## config.mk

```make
export PLATFORM = sky130hd
export DESIGN_NAME = mod_148_4_4_timer_ctrl
export DESIGN_NICKNAME = d
export VERILOG_FILES = /design/src/rtl/mod_148_4_4_timer_ctrl.sv
export SDC_FILE = /design/constraint.sdc
export NUM_CORES = 1
export LEC_CHECK = 0
export CELL_PAD_IN_SITES_DETAIL_PLACEMENT = 0
export CELL_PAD_IN_SITES_GLOBAL_PLACEMENT = 2
export CORE_MARGIN = 5
export CORE_UTILIZATION = 35
export CTS_CLUSTER_SIZE = 10
export DETAILED_ROUTE_END_ITERATION = 8
export DONT_BUFFER_PORTS = 1
export GPL_ROUTABILITY_DRIVEN = 0
export PLACE_DENSITY_LB_ADDON = 0.25
export SLEW_MARGIN = 15
export SYNTH_ARGS = -nofsm -noshare
export SYNTH_HDL_FRONTEND = slang
export SYNTH_SLANG_ARGS = --single-unit
```

## constraint.sdc

```tcl
create_clock -name clk -period 2.2 [get_ports clk]
set_clock_uncertainty 0.05 [all_clocks]
set_input_delay 0.44 -clock clk [delete_from_list [all_inputs] [get_ports clk]]
set_output_delay 0.44 -clock clk [all_outputs]
set_load 0.1 [all_outputs]
```

## src/rtl/mod_148_4_4_timer_ctrl.sv

```systemverilog
// ---------------------------------------------------------------------------
// mod_148_4_4_timer_ctrl
//
// Purpose: synthesizable controller for the six PLCA timers (beacon,
// beacon_det, invalid_beacon, burst, to, append_commit). Each timer is a
// small IDLE/RUN/EXPIRED FSM with a down-counter. The counter is loaded
// from ceil(DUR_NS / CLK_PERIOD_NS), which is computed when the design is
// elaborated.
//
// Optional feature macro: TIMER_FAST_SIM_EN
//   When this macro is defined, the block gains a scale_sel input. If
//   scale_sel is 1 when a start is taken, the timer loads max(1, N>>4)
//   instead of N.
//
// Ports (bit map for all 6-bit vectors:
//   0 beacon, 1 beacon_det, 2 invalid_beacon, 3 burst, 4 to, 5 append_commit)
//   clk            in   block clock, rising edge
//   reset_n        in   synchronous active-low reset
//   start[5:0]     in   start/restart request per timer
//   stop[5:0]      in   abort request per timer
//   scale_sel      in   fast-sim reload select (TIMER_FAST_SIM_EN only)
//   timer_done     out  timer expired since its last start
//   timer_not_done out  timer running
//   expire_pulse   out  one-cycle strobe on the expiry edge
// ---------------------------------------------------------------------------

// One timer: state register, down-counter and registered expiry strobe.
module mod_148_4_4_timer_ctrl_unit #(
    parameter int unsigned CW = 16
) (
    input  logic          clk,
    input  logic          reset_n,
    input  logic          start,
    input  logic          stop,
    input  logic [CW-1:0] reload,
    output logic          done,
    output logic          not_done,
    output logic          pulse
);

    typedef enum logic [1:0] {
        ST_IDLE = 2'd0,
        ST_RUN  = 2'd1,
        ST_EXP  = 2'd2
    } state_t;

    state_t        state_q, state_d;
    logic [CW-1:0] cnt_q, cnt_d;
    logic          pulse_q, pulse_d;

    always_ff @(posedge clk) begin
        if (!reset_n) begin
            state_q <= ST_IDLE;
            cnt_q   <= '0;
            pulse_q <= 1'b0;
        end else begin
            state_q <= state_d;
            cnt_q   <= cnt_d;
            pulse_q <= pulse_d;
        end
    end

    // start beats stop, and both beat the expiry step in the same cycle.
    // Because of this ordering, a collision never produces a pulse.
    always_comb begin
        state_d = state_q;
        cnt_d   = cnt_q;
        pulse_d = 1'b0;
        if (start) begin
            state_d = ST_RUN;
            cnt_d   = reload;
        end else if (stop) begin
            state_d = ST_IDLE;
            cnt_d   = '0;
        end else if (state_q == ST_RUN) begin
            if (cnt_q > CW'(1)) begin
                cnt_d = cnt_q - CW'(1);
            end else begin
                // The last RUN cycle expires here. The counter parks at
                // zero, so it can never underflow.
                state_d = ST_EXP;
                cnt_d   = '0;
                pulse_d = 1'b1;
            end
        end
    end

    assign done     = (state_q == ST_EXP);
    assign not_done = (state_q == ST_RUN);
    assign pulse    = pulse_q;

endmodule

module mod_148_4_4_timer_ctrl #(
    parameter int unsigned CLK_PERIOD_NS    = 40,
    parameter int unsigned BEACON_NS        = 2000,
    parameter int unsigned BEACON_DET_NS    = 2200,
    parameter int unsigned INVALID_BEACON_NS = 4000,
    parameter int unsigned BURST_NS         = 12800,
    parameter int unsigned TO_NS            = 3200,
    parameter int unsigned APPEND_COMMIT_NS = 2200,
    parameter int unsigned CW               = 16
) (
    input  logic       clk,
    input  logic       reset_n,
    input  logic [5:0] start,
    input  logic [5:0] stop,
`ifdef TIMER_FAST_SIM_EN
    input  logic       scale_sel,
`endif
    output logic [5:0] timer_done,
    output logic [5:0] timer_not_done,
    output logic [5:0] expire_pulse
);

    localparam int NUM_TIMERS = 6;

    // Computes ceil(dur/period). A zero duration is clamped to a reload of 1
    // so that every timer stays in RUN for at least one cycle.
    function automatic int unsigned calc_reload(input int unsigned dur_ns,
                                                input int unsigned per_ns);
        int unsigned n;
        n = (dur_ns + per_ns - 1) / per_ns;
        if (n == 0) n = 1;
        return n;
    endfunction

    localparam int unsigned N_TAB [NUM_TIMERS] = '{
        calc_reload(BEACON_NS,         CLK_PERIOD_NS),
        calc_reload(BEACON_DET_NS,     CLK_PERIOD_NS),
        calc_reload(INVALID_BEACON_NS, CLK_PERIOD_NS),
        calc_reload(BURST_NS,          CLK_PERIOD_NS),
        calc_reload(TO_NS,             CLK_PERIOD_NS),
        calc_reload(APPEND_COMMIT_NS,  CLK_PERIOD_NS)
    };

    for (genvar i = 0; i < NUM_TIMERS; i++) begin : g_tmr
        localparam int unsigned N = N_TAB[i];

        if (64'(N) >= (64'd1 << CW)) begin : g_range_err
            $error("timer %0d reload %0d does not fit in CW=%0d bits", i, N, CW);
        end

        logic [CW-1:0] reload;
`ifdef TIMER_FAST_SIM_EN
        localparam int unsigned N_FAST = ((N >> 4) == 0) ? 1 : (N >> 4);
        // scale_sel only reaches the counter through the load path, so a
        // change during a run leaves the running count unaffected.
        assign reload = scale_sel ? CW'(N_FAST) : CW'(N);
`else
        assign reload = CW'(N);
`endif

        mod_148_4_4_timer_ctrl_unit #(.CW(CW)) u_unit (
            .clk      (clk),
            .reset_n  (reset_n),
            .start    (start[i]),
            .stop     (stop[i]),
            .reload   (reload),
            .done     (timer_done[i]),
            .not_done (timer_not_done[i]),
            .pulse    (expire_pulse[i])
        );
    end

endmodule

```

# Yosys cells after proc, flatten, opt, wreduce, memory -nomap -nowiden
# Cells that the tools add are included.
# word_totals
mem_bits_ro	0
latch_bits	0
reg_bits	114
memories	0
ramBits	0
output_inout_bits	18
# classes
magnitude_cmp	6
addsub	6
mux	54
bitwise	13
eq_ne	18
n_div	0
shift	0
multipliers	0
n_reduce_logical	30
# ops
op	count
greater-than comparator 16 x 1 -> 1 bit (second input constant)	6
2-to-1 mux 16 bit	6
subtractor 16 x 1 -> 16 bit (second input constant)	6
2-to-1 mux 6 bit	9
2-to-1 mux 7 bit	6
2-to-1 mux 1 bit	30
2-to-1 mux 9 bit	3
AND reduction 2 bit	12
OR reduction 4 bit	6
inequality test 3 bit (second input constant)	6
nonzero test 3 bit	6
OR reduction 3 bit	6
inverter 1 bit	13
== test 2 x 1 -> 1 bit (second input constant)	6
== test 2 bit (second input constant)	6

# Longest topological paths before layout
# Gate-level depths: netlist (run 1).
# depth
ltp_word	5
mapped_depth	8
ltp_nobuf	7

# Cells and area by module
# From an unflattened synthesis (run 1), not the netlist that was laid out.
# hier_totals
cells_unflattened	866
hier_area_um2	7008.0
# by_module_without_submodules
mod	instances	cells_each	area_each_um2
mod_148_4_4_timer_ctrl_unit (g_tmr[3].u_unit ...)	3	143	1174.9
mod_148_4_4_timer_ctrl_unit (g_tmr[0].u_unit ...)	3	145	1158.6
mod_148_4_4_timer_ctrl	1	2	7.5

# Worst setup path after synthesis (run 1)
# Ideal clock, no wire load.
# synth_timing
path_kind	register to register
from	reg g_tmr[3].u_unit.cnt_q[2]
to	reg g_tmr[3].u_unit.cnt_q[13]
path_slack_ns	0.141
path_stages_with_launch	8
path_buffers	2
synth_period_minus_slack_ns	2.059
arrival_time_ns	1.894
path_cell_list	dfxtp_1 -> or4_4 -> or2_2 -> buf_2 -> nor3_2 -> nand2b_2 -> buf_6 -> nor2_1
# synth_between
elab_chain_cells	2
elab_cells_between_ends	3
cone_classes	add/sub (1); order compare (1); mux (1)
# synth_rtl
element	line	text
from (decl)	48	logic [CW-1:0] cnt_q, cnt_d;
from (signal assigned)	58	cnt_q <= cnt_d;
subtractor 16 x 1 -> 16 bit / greater-than comparator 16 x 1 -> 1 bit (equally long branches)	77, 76	
2-to-1 mux 16 bit *	76	if (cnt_q > CW'(1)) begin
# Every way passes the cells marked *; elsewhere a longest branch is shown, timed or not.
# A chain may end at the register's enable or synchronous reset.

# Final worst setup path (run 1)
# layout_timing
from	reg g_tmr[2].u_unit.cnt_q[0]
to	reg g_tmr[2].u_unit.cnt_q[11]
# layout_between
elab_chain_cells	2
elab_cells_between_ends	3
cone_classes	add/sub (1); order compare (1); mux (1)
# layout_rtl
element	line
from (decl)	48
from (signal assigned)	58
subtractor 16 x 1 -> 16 bit / greater-than comparator 16 x 1 -> 1 bit (equally long branches)	77, 76
2-to-1 mux 16 bit *	76
# Marks and branches as above.

==> impl_results.md, run 1 <==
- Starting DRT DRC Count: 172
- Initial antenna violation count: 0
- Setup TNS: 0 ns
- Hold Buf Count CTS: 0
- Area grow syn2layout: 16.5%
- Number of synthesized flops with an enable pin: 0
- Die height: 135 µm
- RSZ-0062 raised after global routing: false
- I/O pin total: 32
- Tcrit/Tclk final: 95.5%
- Final Slew Violations: 0
- Vias: 4,208
- DRT Pass-1 Iters: 5
- Synth Area in Compound Gates: 7.60%
- Final #Nets: 684
- Top cells by area, synth: dfxtp_1 42%, nor2_1 9.0%, xnor2_1 8.5%
- Max transition margin: 58.7%
- LEAKAGE: 2.42 nW
- Asr flop ratio synth: 0%
- Syn Nets: 662
- Mux contribution to synthesized area: 0%
- Crit path DAT: 2.34 ns
- Synth Flop Type: dfxtp_1
- Drt wl/cell: 12.9 µm
- Max Cap Violations: 0
- Worst-path maximum fanout: 4
- FP Rows: 45
- Largest net degree at the start of global routing: 27
- Post-synth cell types: 56
- Fin crit period: 2.10 ns
- Most frequent cells in the layout: 127 x nor2_1, 114 x dfxtp_1, 53 x xnor2_1, 37 x nor3_1, 37 x buf_4
- Ant diodes: 0
- Antenna-violating nets left: 0
- Global route overflow: 0
- Tot Pwr: 5.36 mW
- Largest family of logic cells by synthesized area: simple AND/OR/NAND/NOR gates
- Root Buffer: clkbuf_16
- H-tree levels: 4
- Worst reg-to-reg setup slack: 0.1 ns
- Worst R2R Start: g_tmr[2].u_unit.cnt_q[0]
- Status: finished clean
- CP startpoint: g_tmr[2].u_unit.cnt_q[0]
- First-pass GRT wire length: 19,500 µm
- FF-to-FF End: g_tmr[2].u_unit.cnt_q[11]
- Synthesized cell area: 5430 µm²
- Post-synth top area cell: dfxtp_1
- Via density: 4.91
- CP Capture Type: flip-flop
- Routed WL: 11,100 µm
- Number of synthesis warnings: 0
- Port Buffer Count: 0
- Xor-xnor portion of the synthesized cell area: 12.3%
- TritonCTS clock tree: done
- Aggregate global-route resource usage: 13.1%
- Worst-Skew Late Latency: 0.40 ns
- Vias in the first global route: 4,202
- DIE AREA: 18,100 µm²
- Clock sinks: 114
- Dpl hpwl: 7990 µm
- CTS clk-pin slew, worst paths: 0.05 ns
- Post-Syn Area per Cell: 8.54 µm²
- Critical Path End: g_tmr[2].u_unit.cnt_q[11]
- Synth Area in Adders: 2.76%
- Share of the synthesized area in the top cell type: 42.0%
- Final Hold Viols: 0
- TritonCTS Buffers: 17
- Worst R2R Path Depth: 5
- PostCTS Resize Cnt: 0
- Starting Density: 35.7%
- Post-CTS setup buffer count: 0
- Setup CP Type: flip-flop to flip-flop
- Clk buf depth: 2
- Die extent in x: 135 µm
- Sequential share of the synthesized area: 42.0%
- VDD IR max: 0.526 mV
- Crit path required time: 2.44 ns
- Core Area: 15,200 µm²
- Synthesized flop and latch total: 114
- Simple-Gate Fraction of Synth Area: 29.3%
- DRC Markers: 0
- Gate Count Post-Synth: 636
- Most common cell after layout, fill and taps aside: nor2_1
- Share of cells above drive strength 1: 15.2%
- Hold Path Class: input port to flip-flop
- Final setup violation count: 0
- Crit start category: flip-flop
- Worst Tran Pin Value: 0.615 ns
- Peak Freq: 476 MHz
- Power Density: 848 nW/µm²
-- critical path, stage by stage (launching register included) --
cell	delay [ns]
dfxtp_1	0.35
or4b_2	0.73
or4_4	0.50
nor4_4	0.17
xnor2_1	0.14
nor2_1	0.05
-- flip-flops by register name (all words and copies together) (netlist names) --
signal,cells
g_tmr.u_unit.pulse,6
g_tmr.u_unit.state_q,12
g_tmr.u_unit.cnt_q,96
-- how the worst min path moves through the flow --
stage | from | to | slack [ns] | cells after the start
6_report | stop[5] | g_tmr[5].u_unit.pulse | 0.06 | 1
3_5_place_dp | g_tmr[3].u_unit.cnt_q[0] | g_tmr[3].u_unit.cnt_q[0] | 0.43 | 2
2_1_floorplan | g_tmr[3].u_unit.cnt_q[0] | g_tmr[3].u_unit.cnt_q[0] | 0.40 | 2
5_1_grt | stop[4] | g_tmr[4].u_unit.pulse | 0.03 | 1
3_3_place_gp | g_tmr[3].u_unit.cnt_q[0] | g_tmr[3].u_unit.cnt_q[0] | 0.42 | 2
4_1_cts | stop[4] | g_tmr[4].u_unit.pulse | 0.04 | 1
-- cells by family after synthesis --
group	Yosys count
AND/OR/NAND/NOR	306
XOR/XNOR	76
flip-flops	114
AO/OA/AOI/OAI	65
adder cells (fa/ha/maj)	12
buffers and inverters	63
-- metal layers --
| layer | global-route usage (%) | routed length (µm) |
|---|---|---|
| met2 | 20.5 | 4930 |
| met3 | 4.96 | 579 |
| met4 | 4.07 | 125 |
| met1 | 16.9 | 5450 |
| met5 | 0 | 0 |
-- power breakdown --
| part | total [mW] | switching, mW | internal [mW] |
|---|---|---|---|
| logic | 0.643 | 0.379 | 0.264 |
| clock network | 2.53 | 0.887 | 1.65 |
| registers | 2.19 | 0.0572 | 2.13 |
-- cell usage after synthesis, types with 2 or more instances --
cell	count
nand2b_1	4
nor4_2	2
nand3_1	11
nor2b_1	8
nand2_1	29
or3b_2	2
or4_1	9
ha_1	12
nand3b_1	4
nor3b_1	3
nor3_2	3
o22ai_1	3
or2_2	4
o31a_1	2
xnor2_1	53
or3_1	8
xor2_1	23
buf_6	2
o21a_1	7
nor3_1	39
buf_4	18
nand4_1	4
or4b_2	4
clkbuf_1	7
nor4b_1	2
o21ai_0	5
a211oi_1	3
a221oi_1	4
buf_2	6
a21boi_0	2
clkinv_1	2
and2_1	6
a21oi_1	26
or4_4	7
dfxtp_1	114
a31oi_1	5
inv_1	26
nor2_1	130
nor4_1	20
-- through the flow --
| step | hold slack [ns] | util [%] | std cells | instance area (µm²) | setup WS [ns] |
|---|---|---|---|---|---|
| after global placement | 0.416 | 37.9 | 827 | 5760 | 0.111 |
| after floorplan | 0.399 | - | 636 | 5430 | 0.141 |
| after global routing | 0.0299 | 41.6 | 857 | 6330 | 0.00987 |
| after detailed placement | 0.431 | 37.9 | 827 | 5760 | 0.0747 |
| final | 0.0630 | 41.6 | 857 | 6330 | 0.0985 |
| after CTS | 0.0353 | 41.5 | 857 | 6310 | 0.0542 |
-- cell type report --
| class | instances | area (µm²) |
|---|---|---|
| Tap cell | 188 | 235 |
| Sequential cell | 114 | 2280 |
| Timing Repair Buffer | 38 | 298 |
| Clock buffer | 24 | 492 |
| Inverter | 28 | 105 |
| Fill cell | 1530 | 8870 |
| Clock inverter | 6 | 55.1 |
| Multi-Input combinational cell | 459 | 2860 |
Power figures use the tool's default switching activity.
==> run 2: changes to the inputs <==
- PLACE_DENSITY: default -> 0.81
- PLACE_DENSITY_LB_ADDON: 0.25 -> default
- SLEW_MARGIN: 15 -> default
==> impl_results.md, run 2 (synthesized netlist as in run 1, its figures left out) <==
- Final core occ: 42.5% (+0.82 points)
- Drt wl/cell: 13.0 µm (+0.30%)
- WHS Path Cells: 1 (unchanged)
- Fillcell total: 1,513 (-1.1%)
- Via density: 4.91 (about the same)
- TritonCTS Buffers: 17 (unchanged)
- Final Slew Violations: 0 (unchanged)
- Setup TNS: 0 ns (unchanged)
- TritonCTS clock tree: done
- H-tree levels: 4 (unchanged)
- Tcrit/Tclk final: 95.2% (-0.33 points)
- Routed WL: 11,200 µm (+0.77%)
- Final setup violation count: 0 (unchanged)
- Final Hold Viols: 0 (unchanged)
- Hold Path Class: input port to flip-flop
- FP Rows: 45 (unchanged)
- Initial antenna violation count: 0 (unchanged)
- Register with the most flip-flops: g_tmr.u_unit.cnt_q
- CP Cell Sequence: or4b_2 > or4_4 > nor4_4 > xnor2_1 > nor2_1
- Power Density: 891 nW/µm² (+5.2%)
- DRC Markers: 0 (unchanged)
- Slowest-stage cell, CP: or4b_2
- Global route overflow: 0 (unchanged)
- Share of cells above drive strength 1: 16.3% (+1.1 points)
- I/O pin total: 32 (unchanged)
- Dpl hpwl: 8130 µm (+1.7%)
- Vias in the first global route: 4,194 (-0.19%)
- Crit path DAT: 2.34 ns (about the same)
- Vias: 4,231 (+0.55%)
- CP Capture Type: flip-flop
- Die height: 135 µm (unchanged)
- WP buf/inv: 0 (unchanged)
- Most common cell after layout, fill and taps aside: nor2_1
- Delay-heaviest family, CP: simple AND/OR/NAND/NOR gates
- LEAKAGE: 2.47 nW (+2.1%)
- First-pass GRT wire length: 19,300 µm (-1.2%)
- Area grow syn2layout: 18.8%
- Status: finished clean
- DRT Pass-1 Iters: 4 (-1)
- Starting Density: 35.7% (unchanged)
- DIE AREA: 18,100 µm² (unchanged)
- Crit path required time: 2.45 ns (about the same)
- Peak Freq: 477 MHz (+0.35%)
- Core Area: 15,200 µm² (unchanged)
- Fin crit period: 2.09 ns (-0.00724 ns)
- Max reg flops: 96 (unchanged)
- Final #Nets: 686 (+0.29%)
- Port Buffer Count: 0 (unchanged)
- Clk buf depth: 2 (unchanged)
- Hold Buf Count CTS: 0 (unchanged)
- Ant diodes: 0 (unchanged)
- VDD IR max: 0.542 mV (+3.0%)
- Aggregate global-route resource usage: 13.1% (-0.071 points)
- Setup CP Type: flip-flop to flip-flop
- Max transition margin: 58.1% (-0.56 points)
- Worst R2R Path Depth: 5 (unchanged)
- Die extent in x: 135 µm (unchanged)
- Worst-Skew Late Latency: 0.41 ns (about the same)
- Worst-path maximum fanout: 4 (unchanged)
- CTS clk-pin slew, worst paths: 0.05 ns (about the same)
- Largest net degree at the start of global routing: 27 (unchanged)
- Most frequent cells in the layout: 127 x nor2_1, 114 x dfxtp_1, 53 x xnor2_1, 40 x buf_4, 37 x nor3_1
- Clock sinks: 114 (unchanged)
- Slowest stage delay, CP: 0.73 ns (about the same)
- CP Depth: 5 (unchanged)
- Starting DRT DRC Count: 235 (+37%)
- Crit start category: flip-flop
- Antenna-violating nets left: 0 (unchanged)
- Root Buffer: clkbuf_16
- Worst Tran Pin Value: 0.623 ns (+0.00837 ns)
- RSZ-0062 raised after global routing: false
- Max Cap Violations: 0 (unchanged)
## run 2: area by class of cell
type	instances	area (µm²)	area share, %
clock buffers	25	526	8.14
clock inverters	7	119	1.84
inverters	28	105	1.63
multi-input cells	459	2890	44.7
flip-flops and latches	114	2280	35.4
well taps	188	235	3.64
repair buffers	40	300	4.65
## run 2: where the power goes
group	switching, mW	internal (mW)	leakage, nW
combinational	0.383	0.268	1.23
clock	0.925	1.99	0.312
sequential	0.0561	2.13	0.928
total	1.36	4.39	2.47
## run 2: what timing repair did
| action | CTS | global route |
|---|---|---|
| endpoints found under the setup margin | 0 | 38 |
| resized for setup | 0 | 9 |
| buffers inserted | 0 | 0 |
## run 2: routing by layer
metal  vias up  global-route usage [%]  wire length (µm)
li1       2209                       -                 -
met1      1959                    15.4              5240
met2        52                    21.7              5280
met3        11                    4.66               540
met4         0                    5.15               115
met5         -                       0                 0
## run 2: worst paths after layout
| check | from | end | slack, ns |
|---|---|---|---|
| setup reg to reg | g_tmr[2].u_unit.cnt_q[0] | g_tmr[2].u_unit.cnt_q[11] | 0.11 |
| hold / removal | stop[5] | g_tmr[5].u_unit.pulse | 0.05 |
| hold reg to reg | g_tmr[3].u_unit.cnt_q[0] | g_tmr[3].u_unit.cnt_q[0] | 0.43 |
| setup / recovery | g_tmr[2].u_unit.cnt_q[0] | g_tmr[2].u_unit.cnt_q[11] | 0.11 |
## run 2: stage by stage
stage          power (mW)  std cells  hold slack, ns  setup WS [ns]  instance area (µm²)
5_1_grt              6.01        861          0.0344        0.00442                 6450
3_3_place_gp         2.86        829           0.411         0.0922                 5760
6_report             5.75        861          0.0503          0.106                 6450
2_1_floorplan        2.75        636           0.399          0.141                 5430
3_5_place_dp         2.87        829           0.422         0.0401                 5760
4_1_cts              5.83        861          0.0250        0.00957                 6410
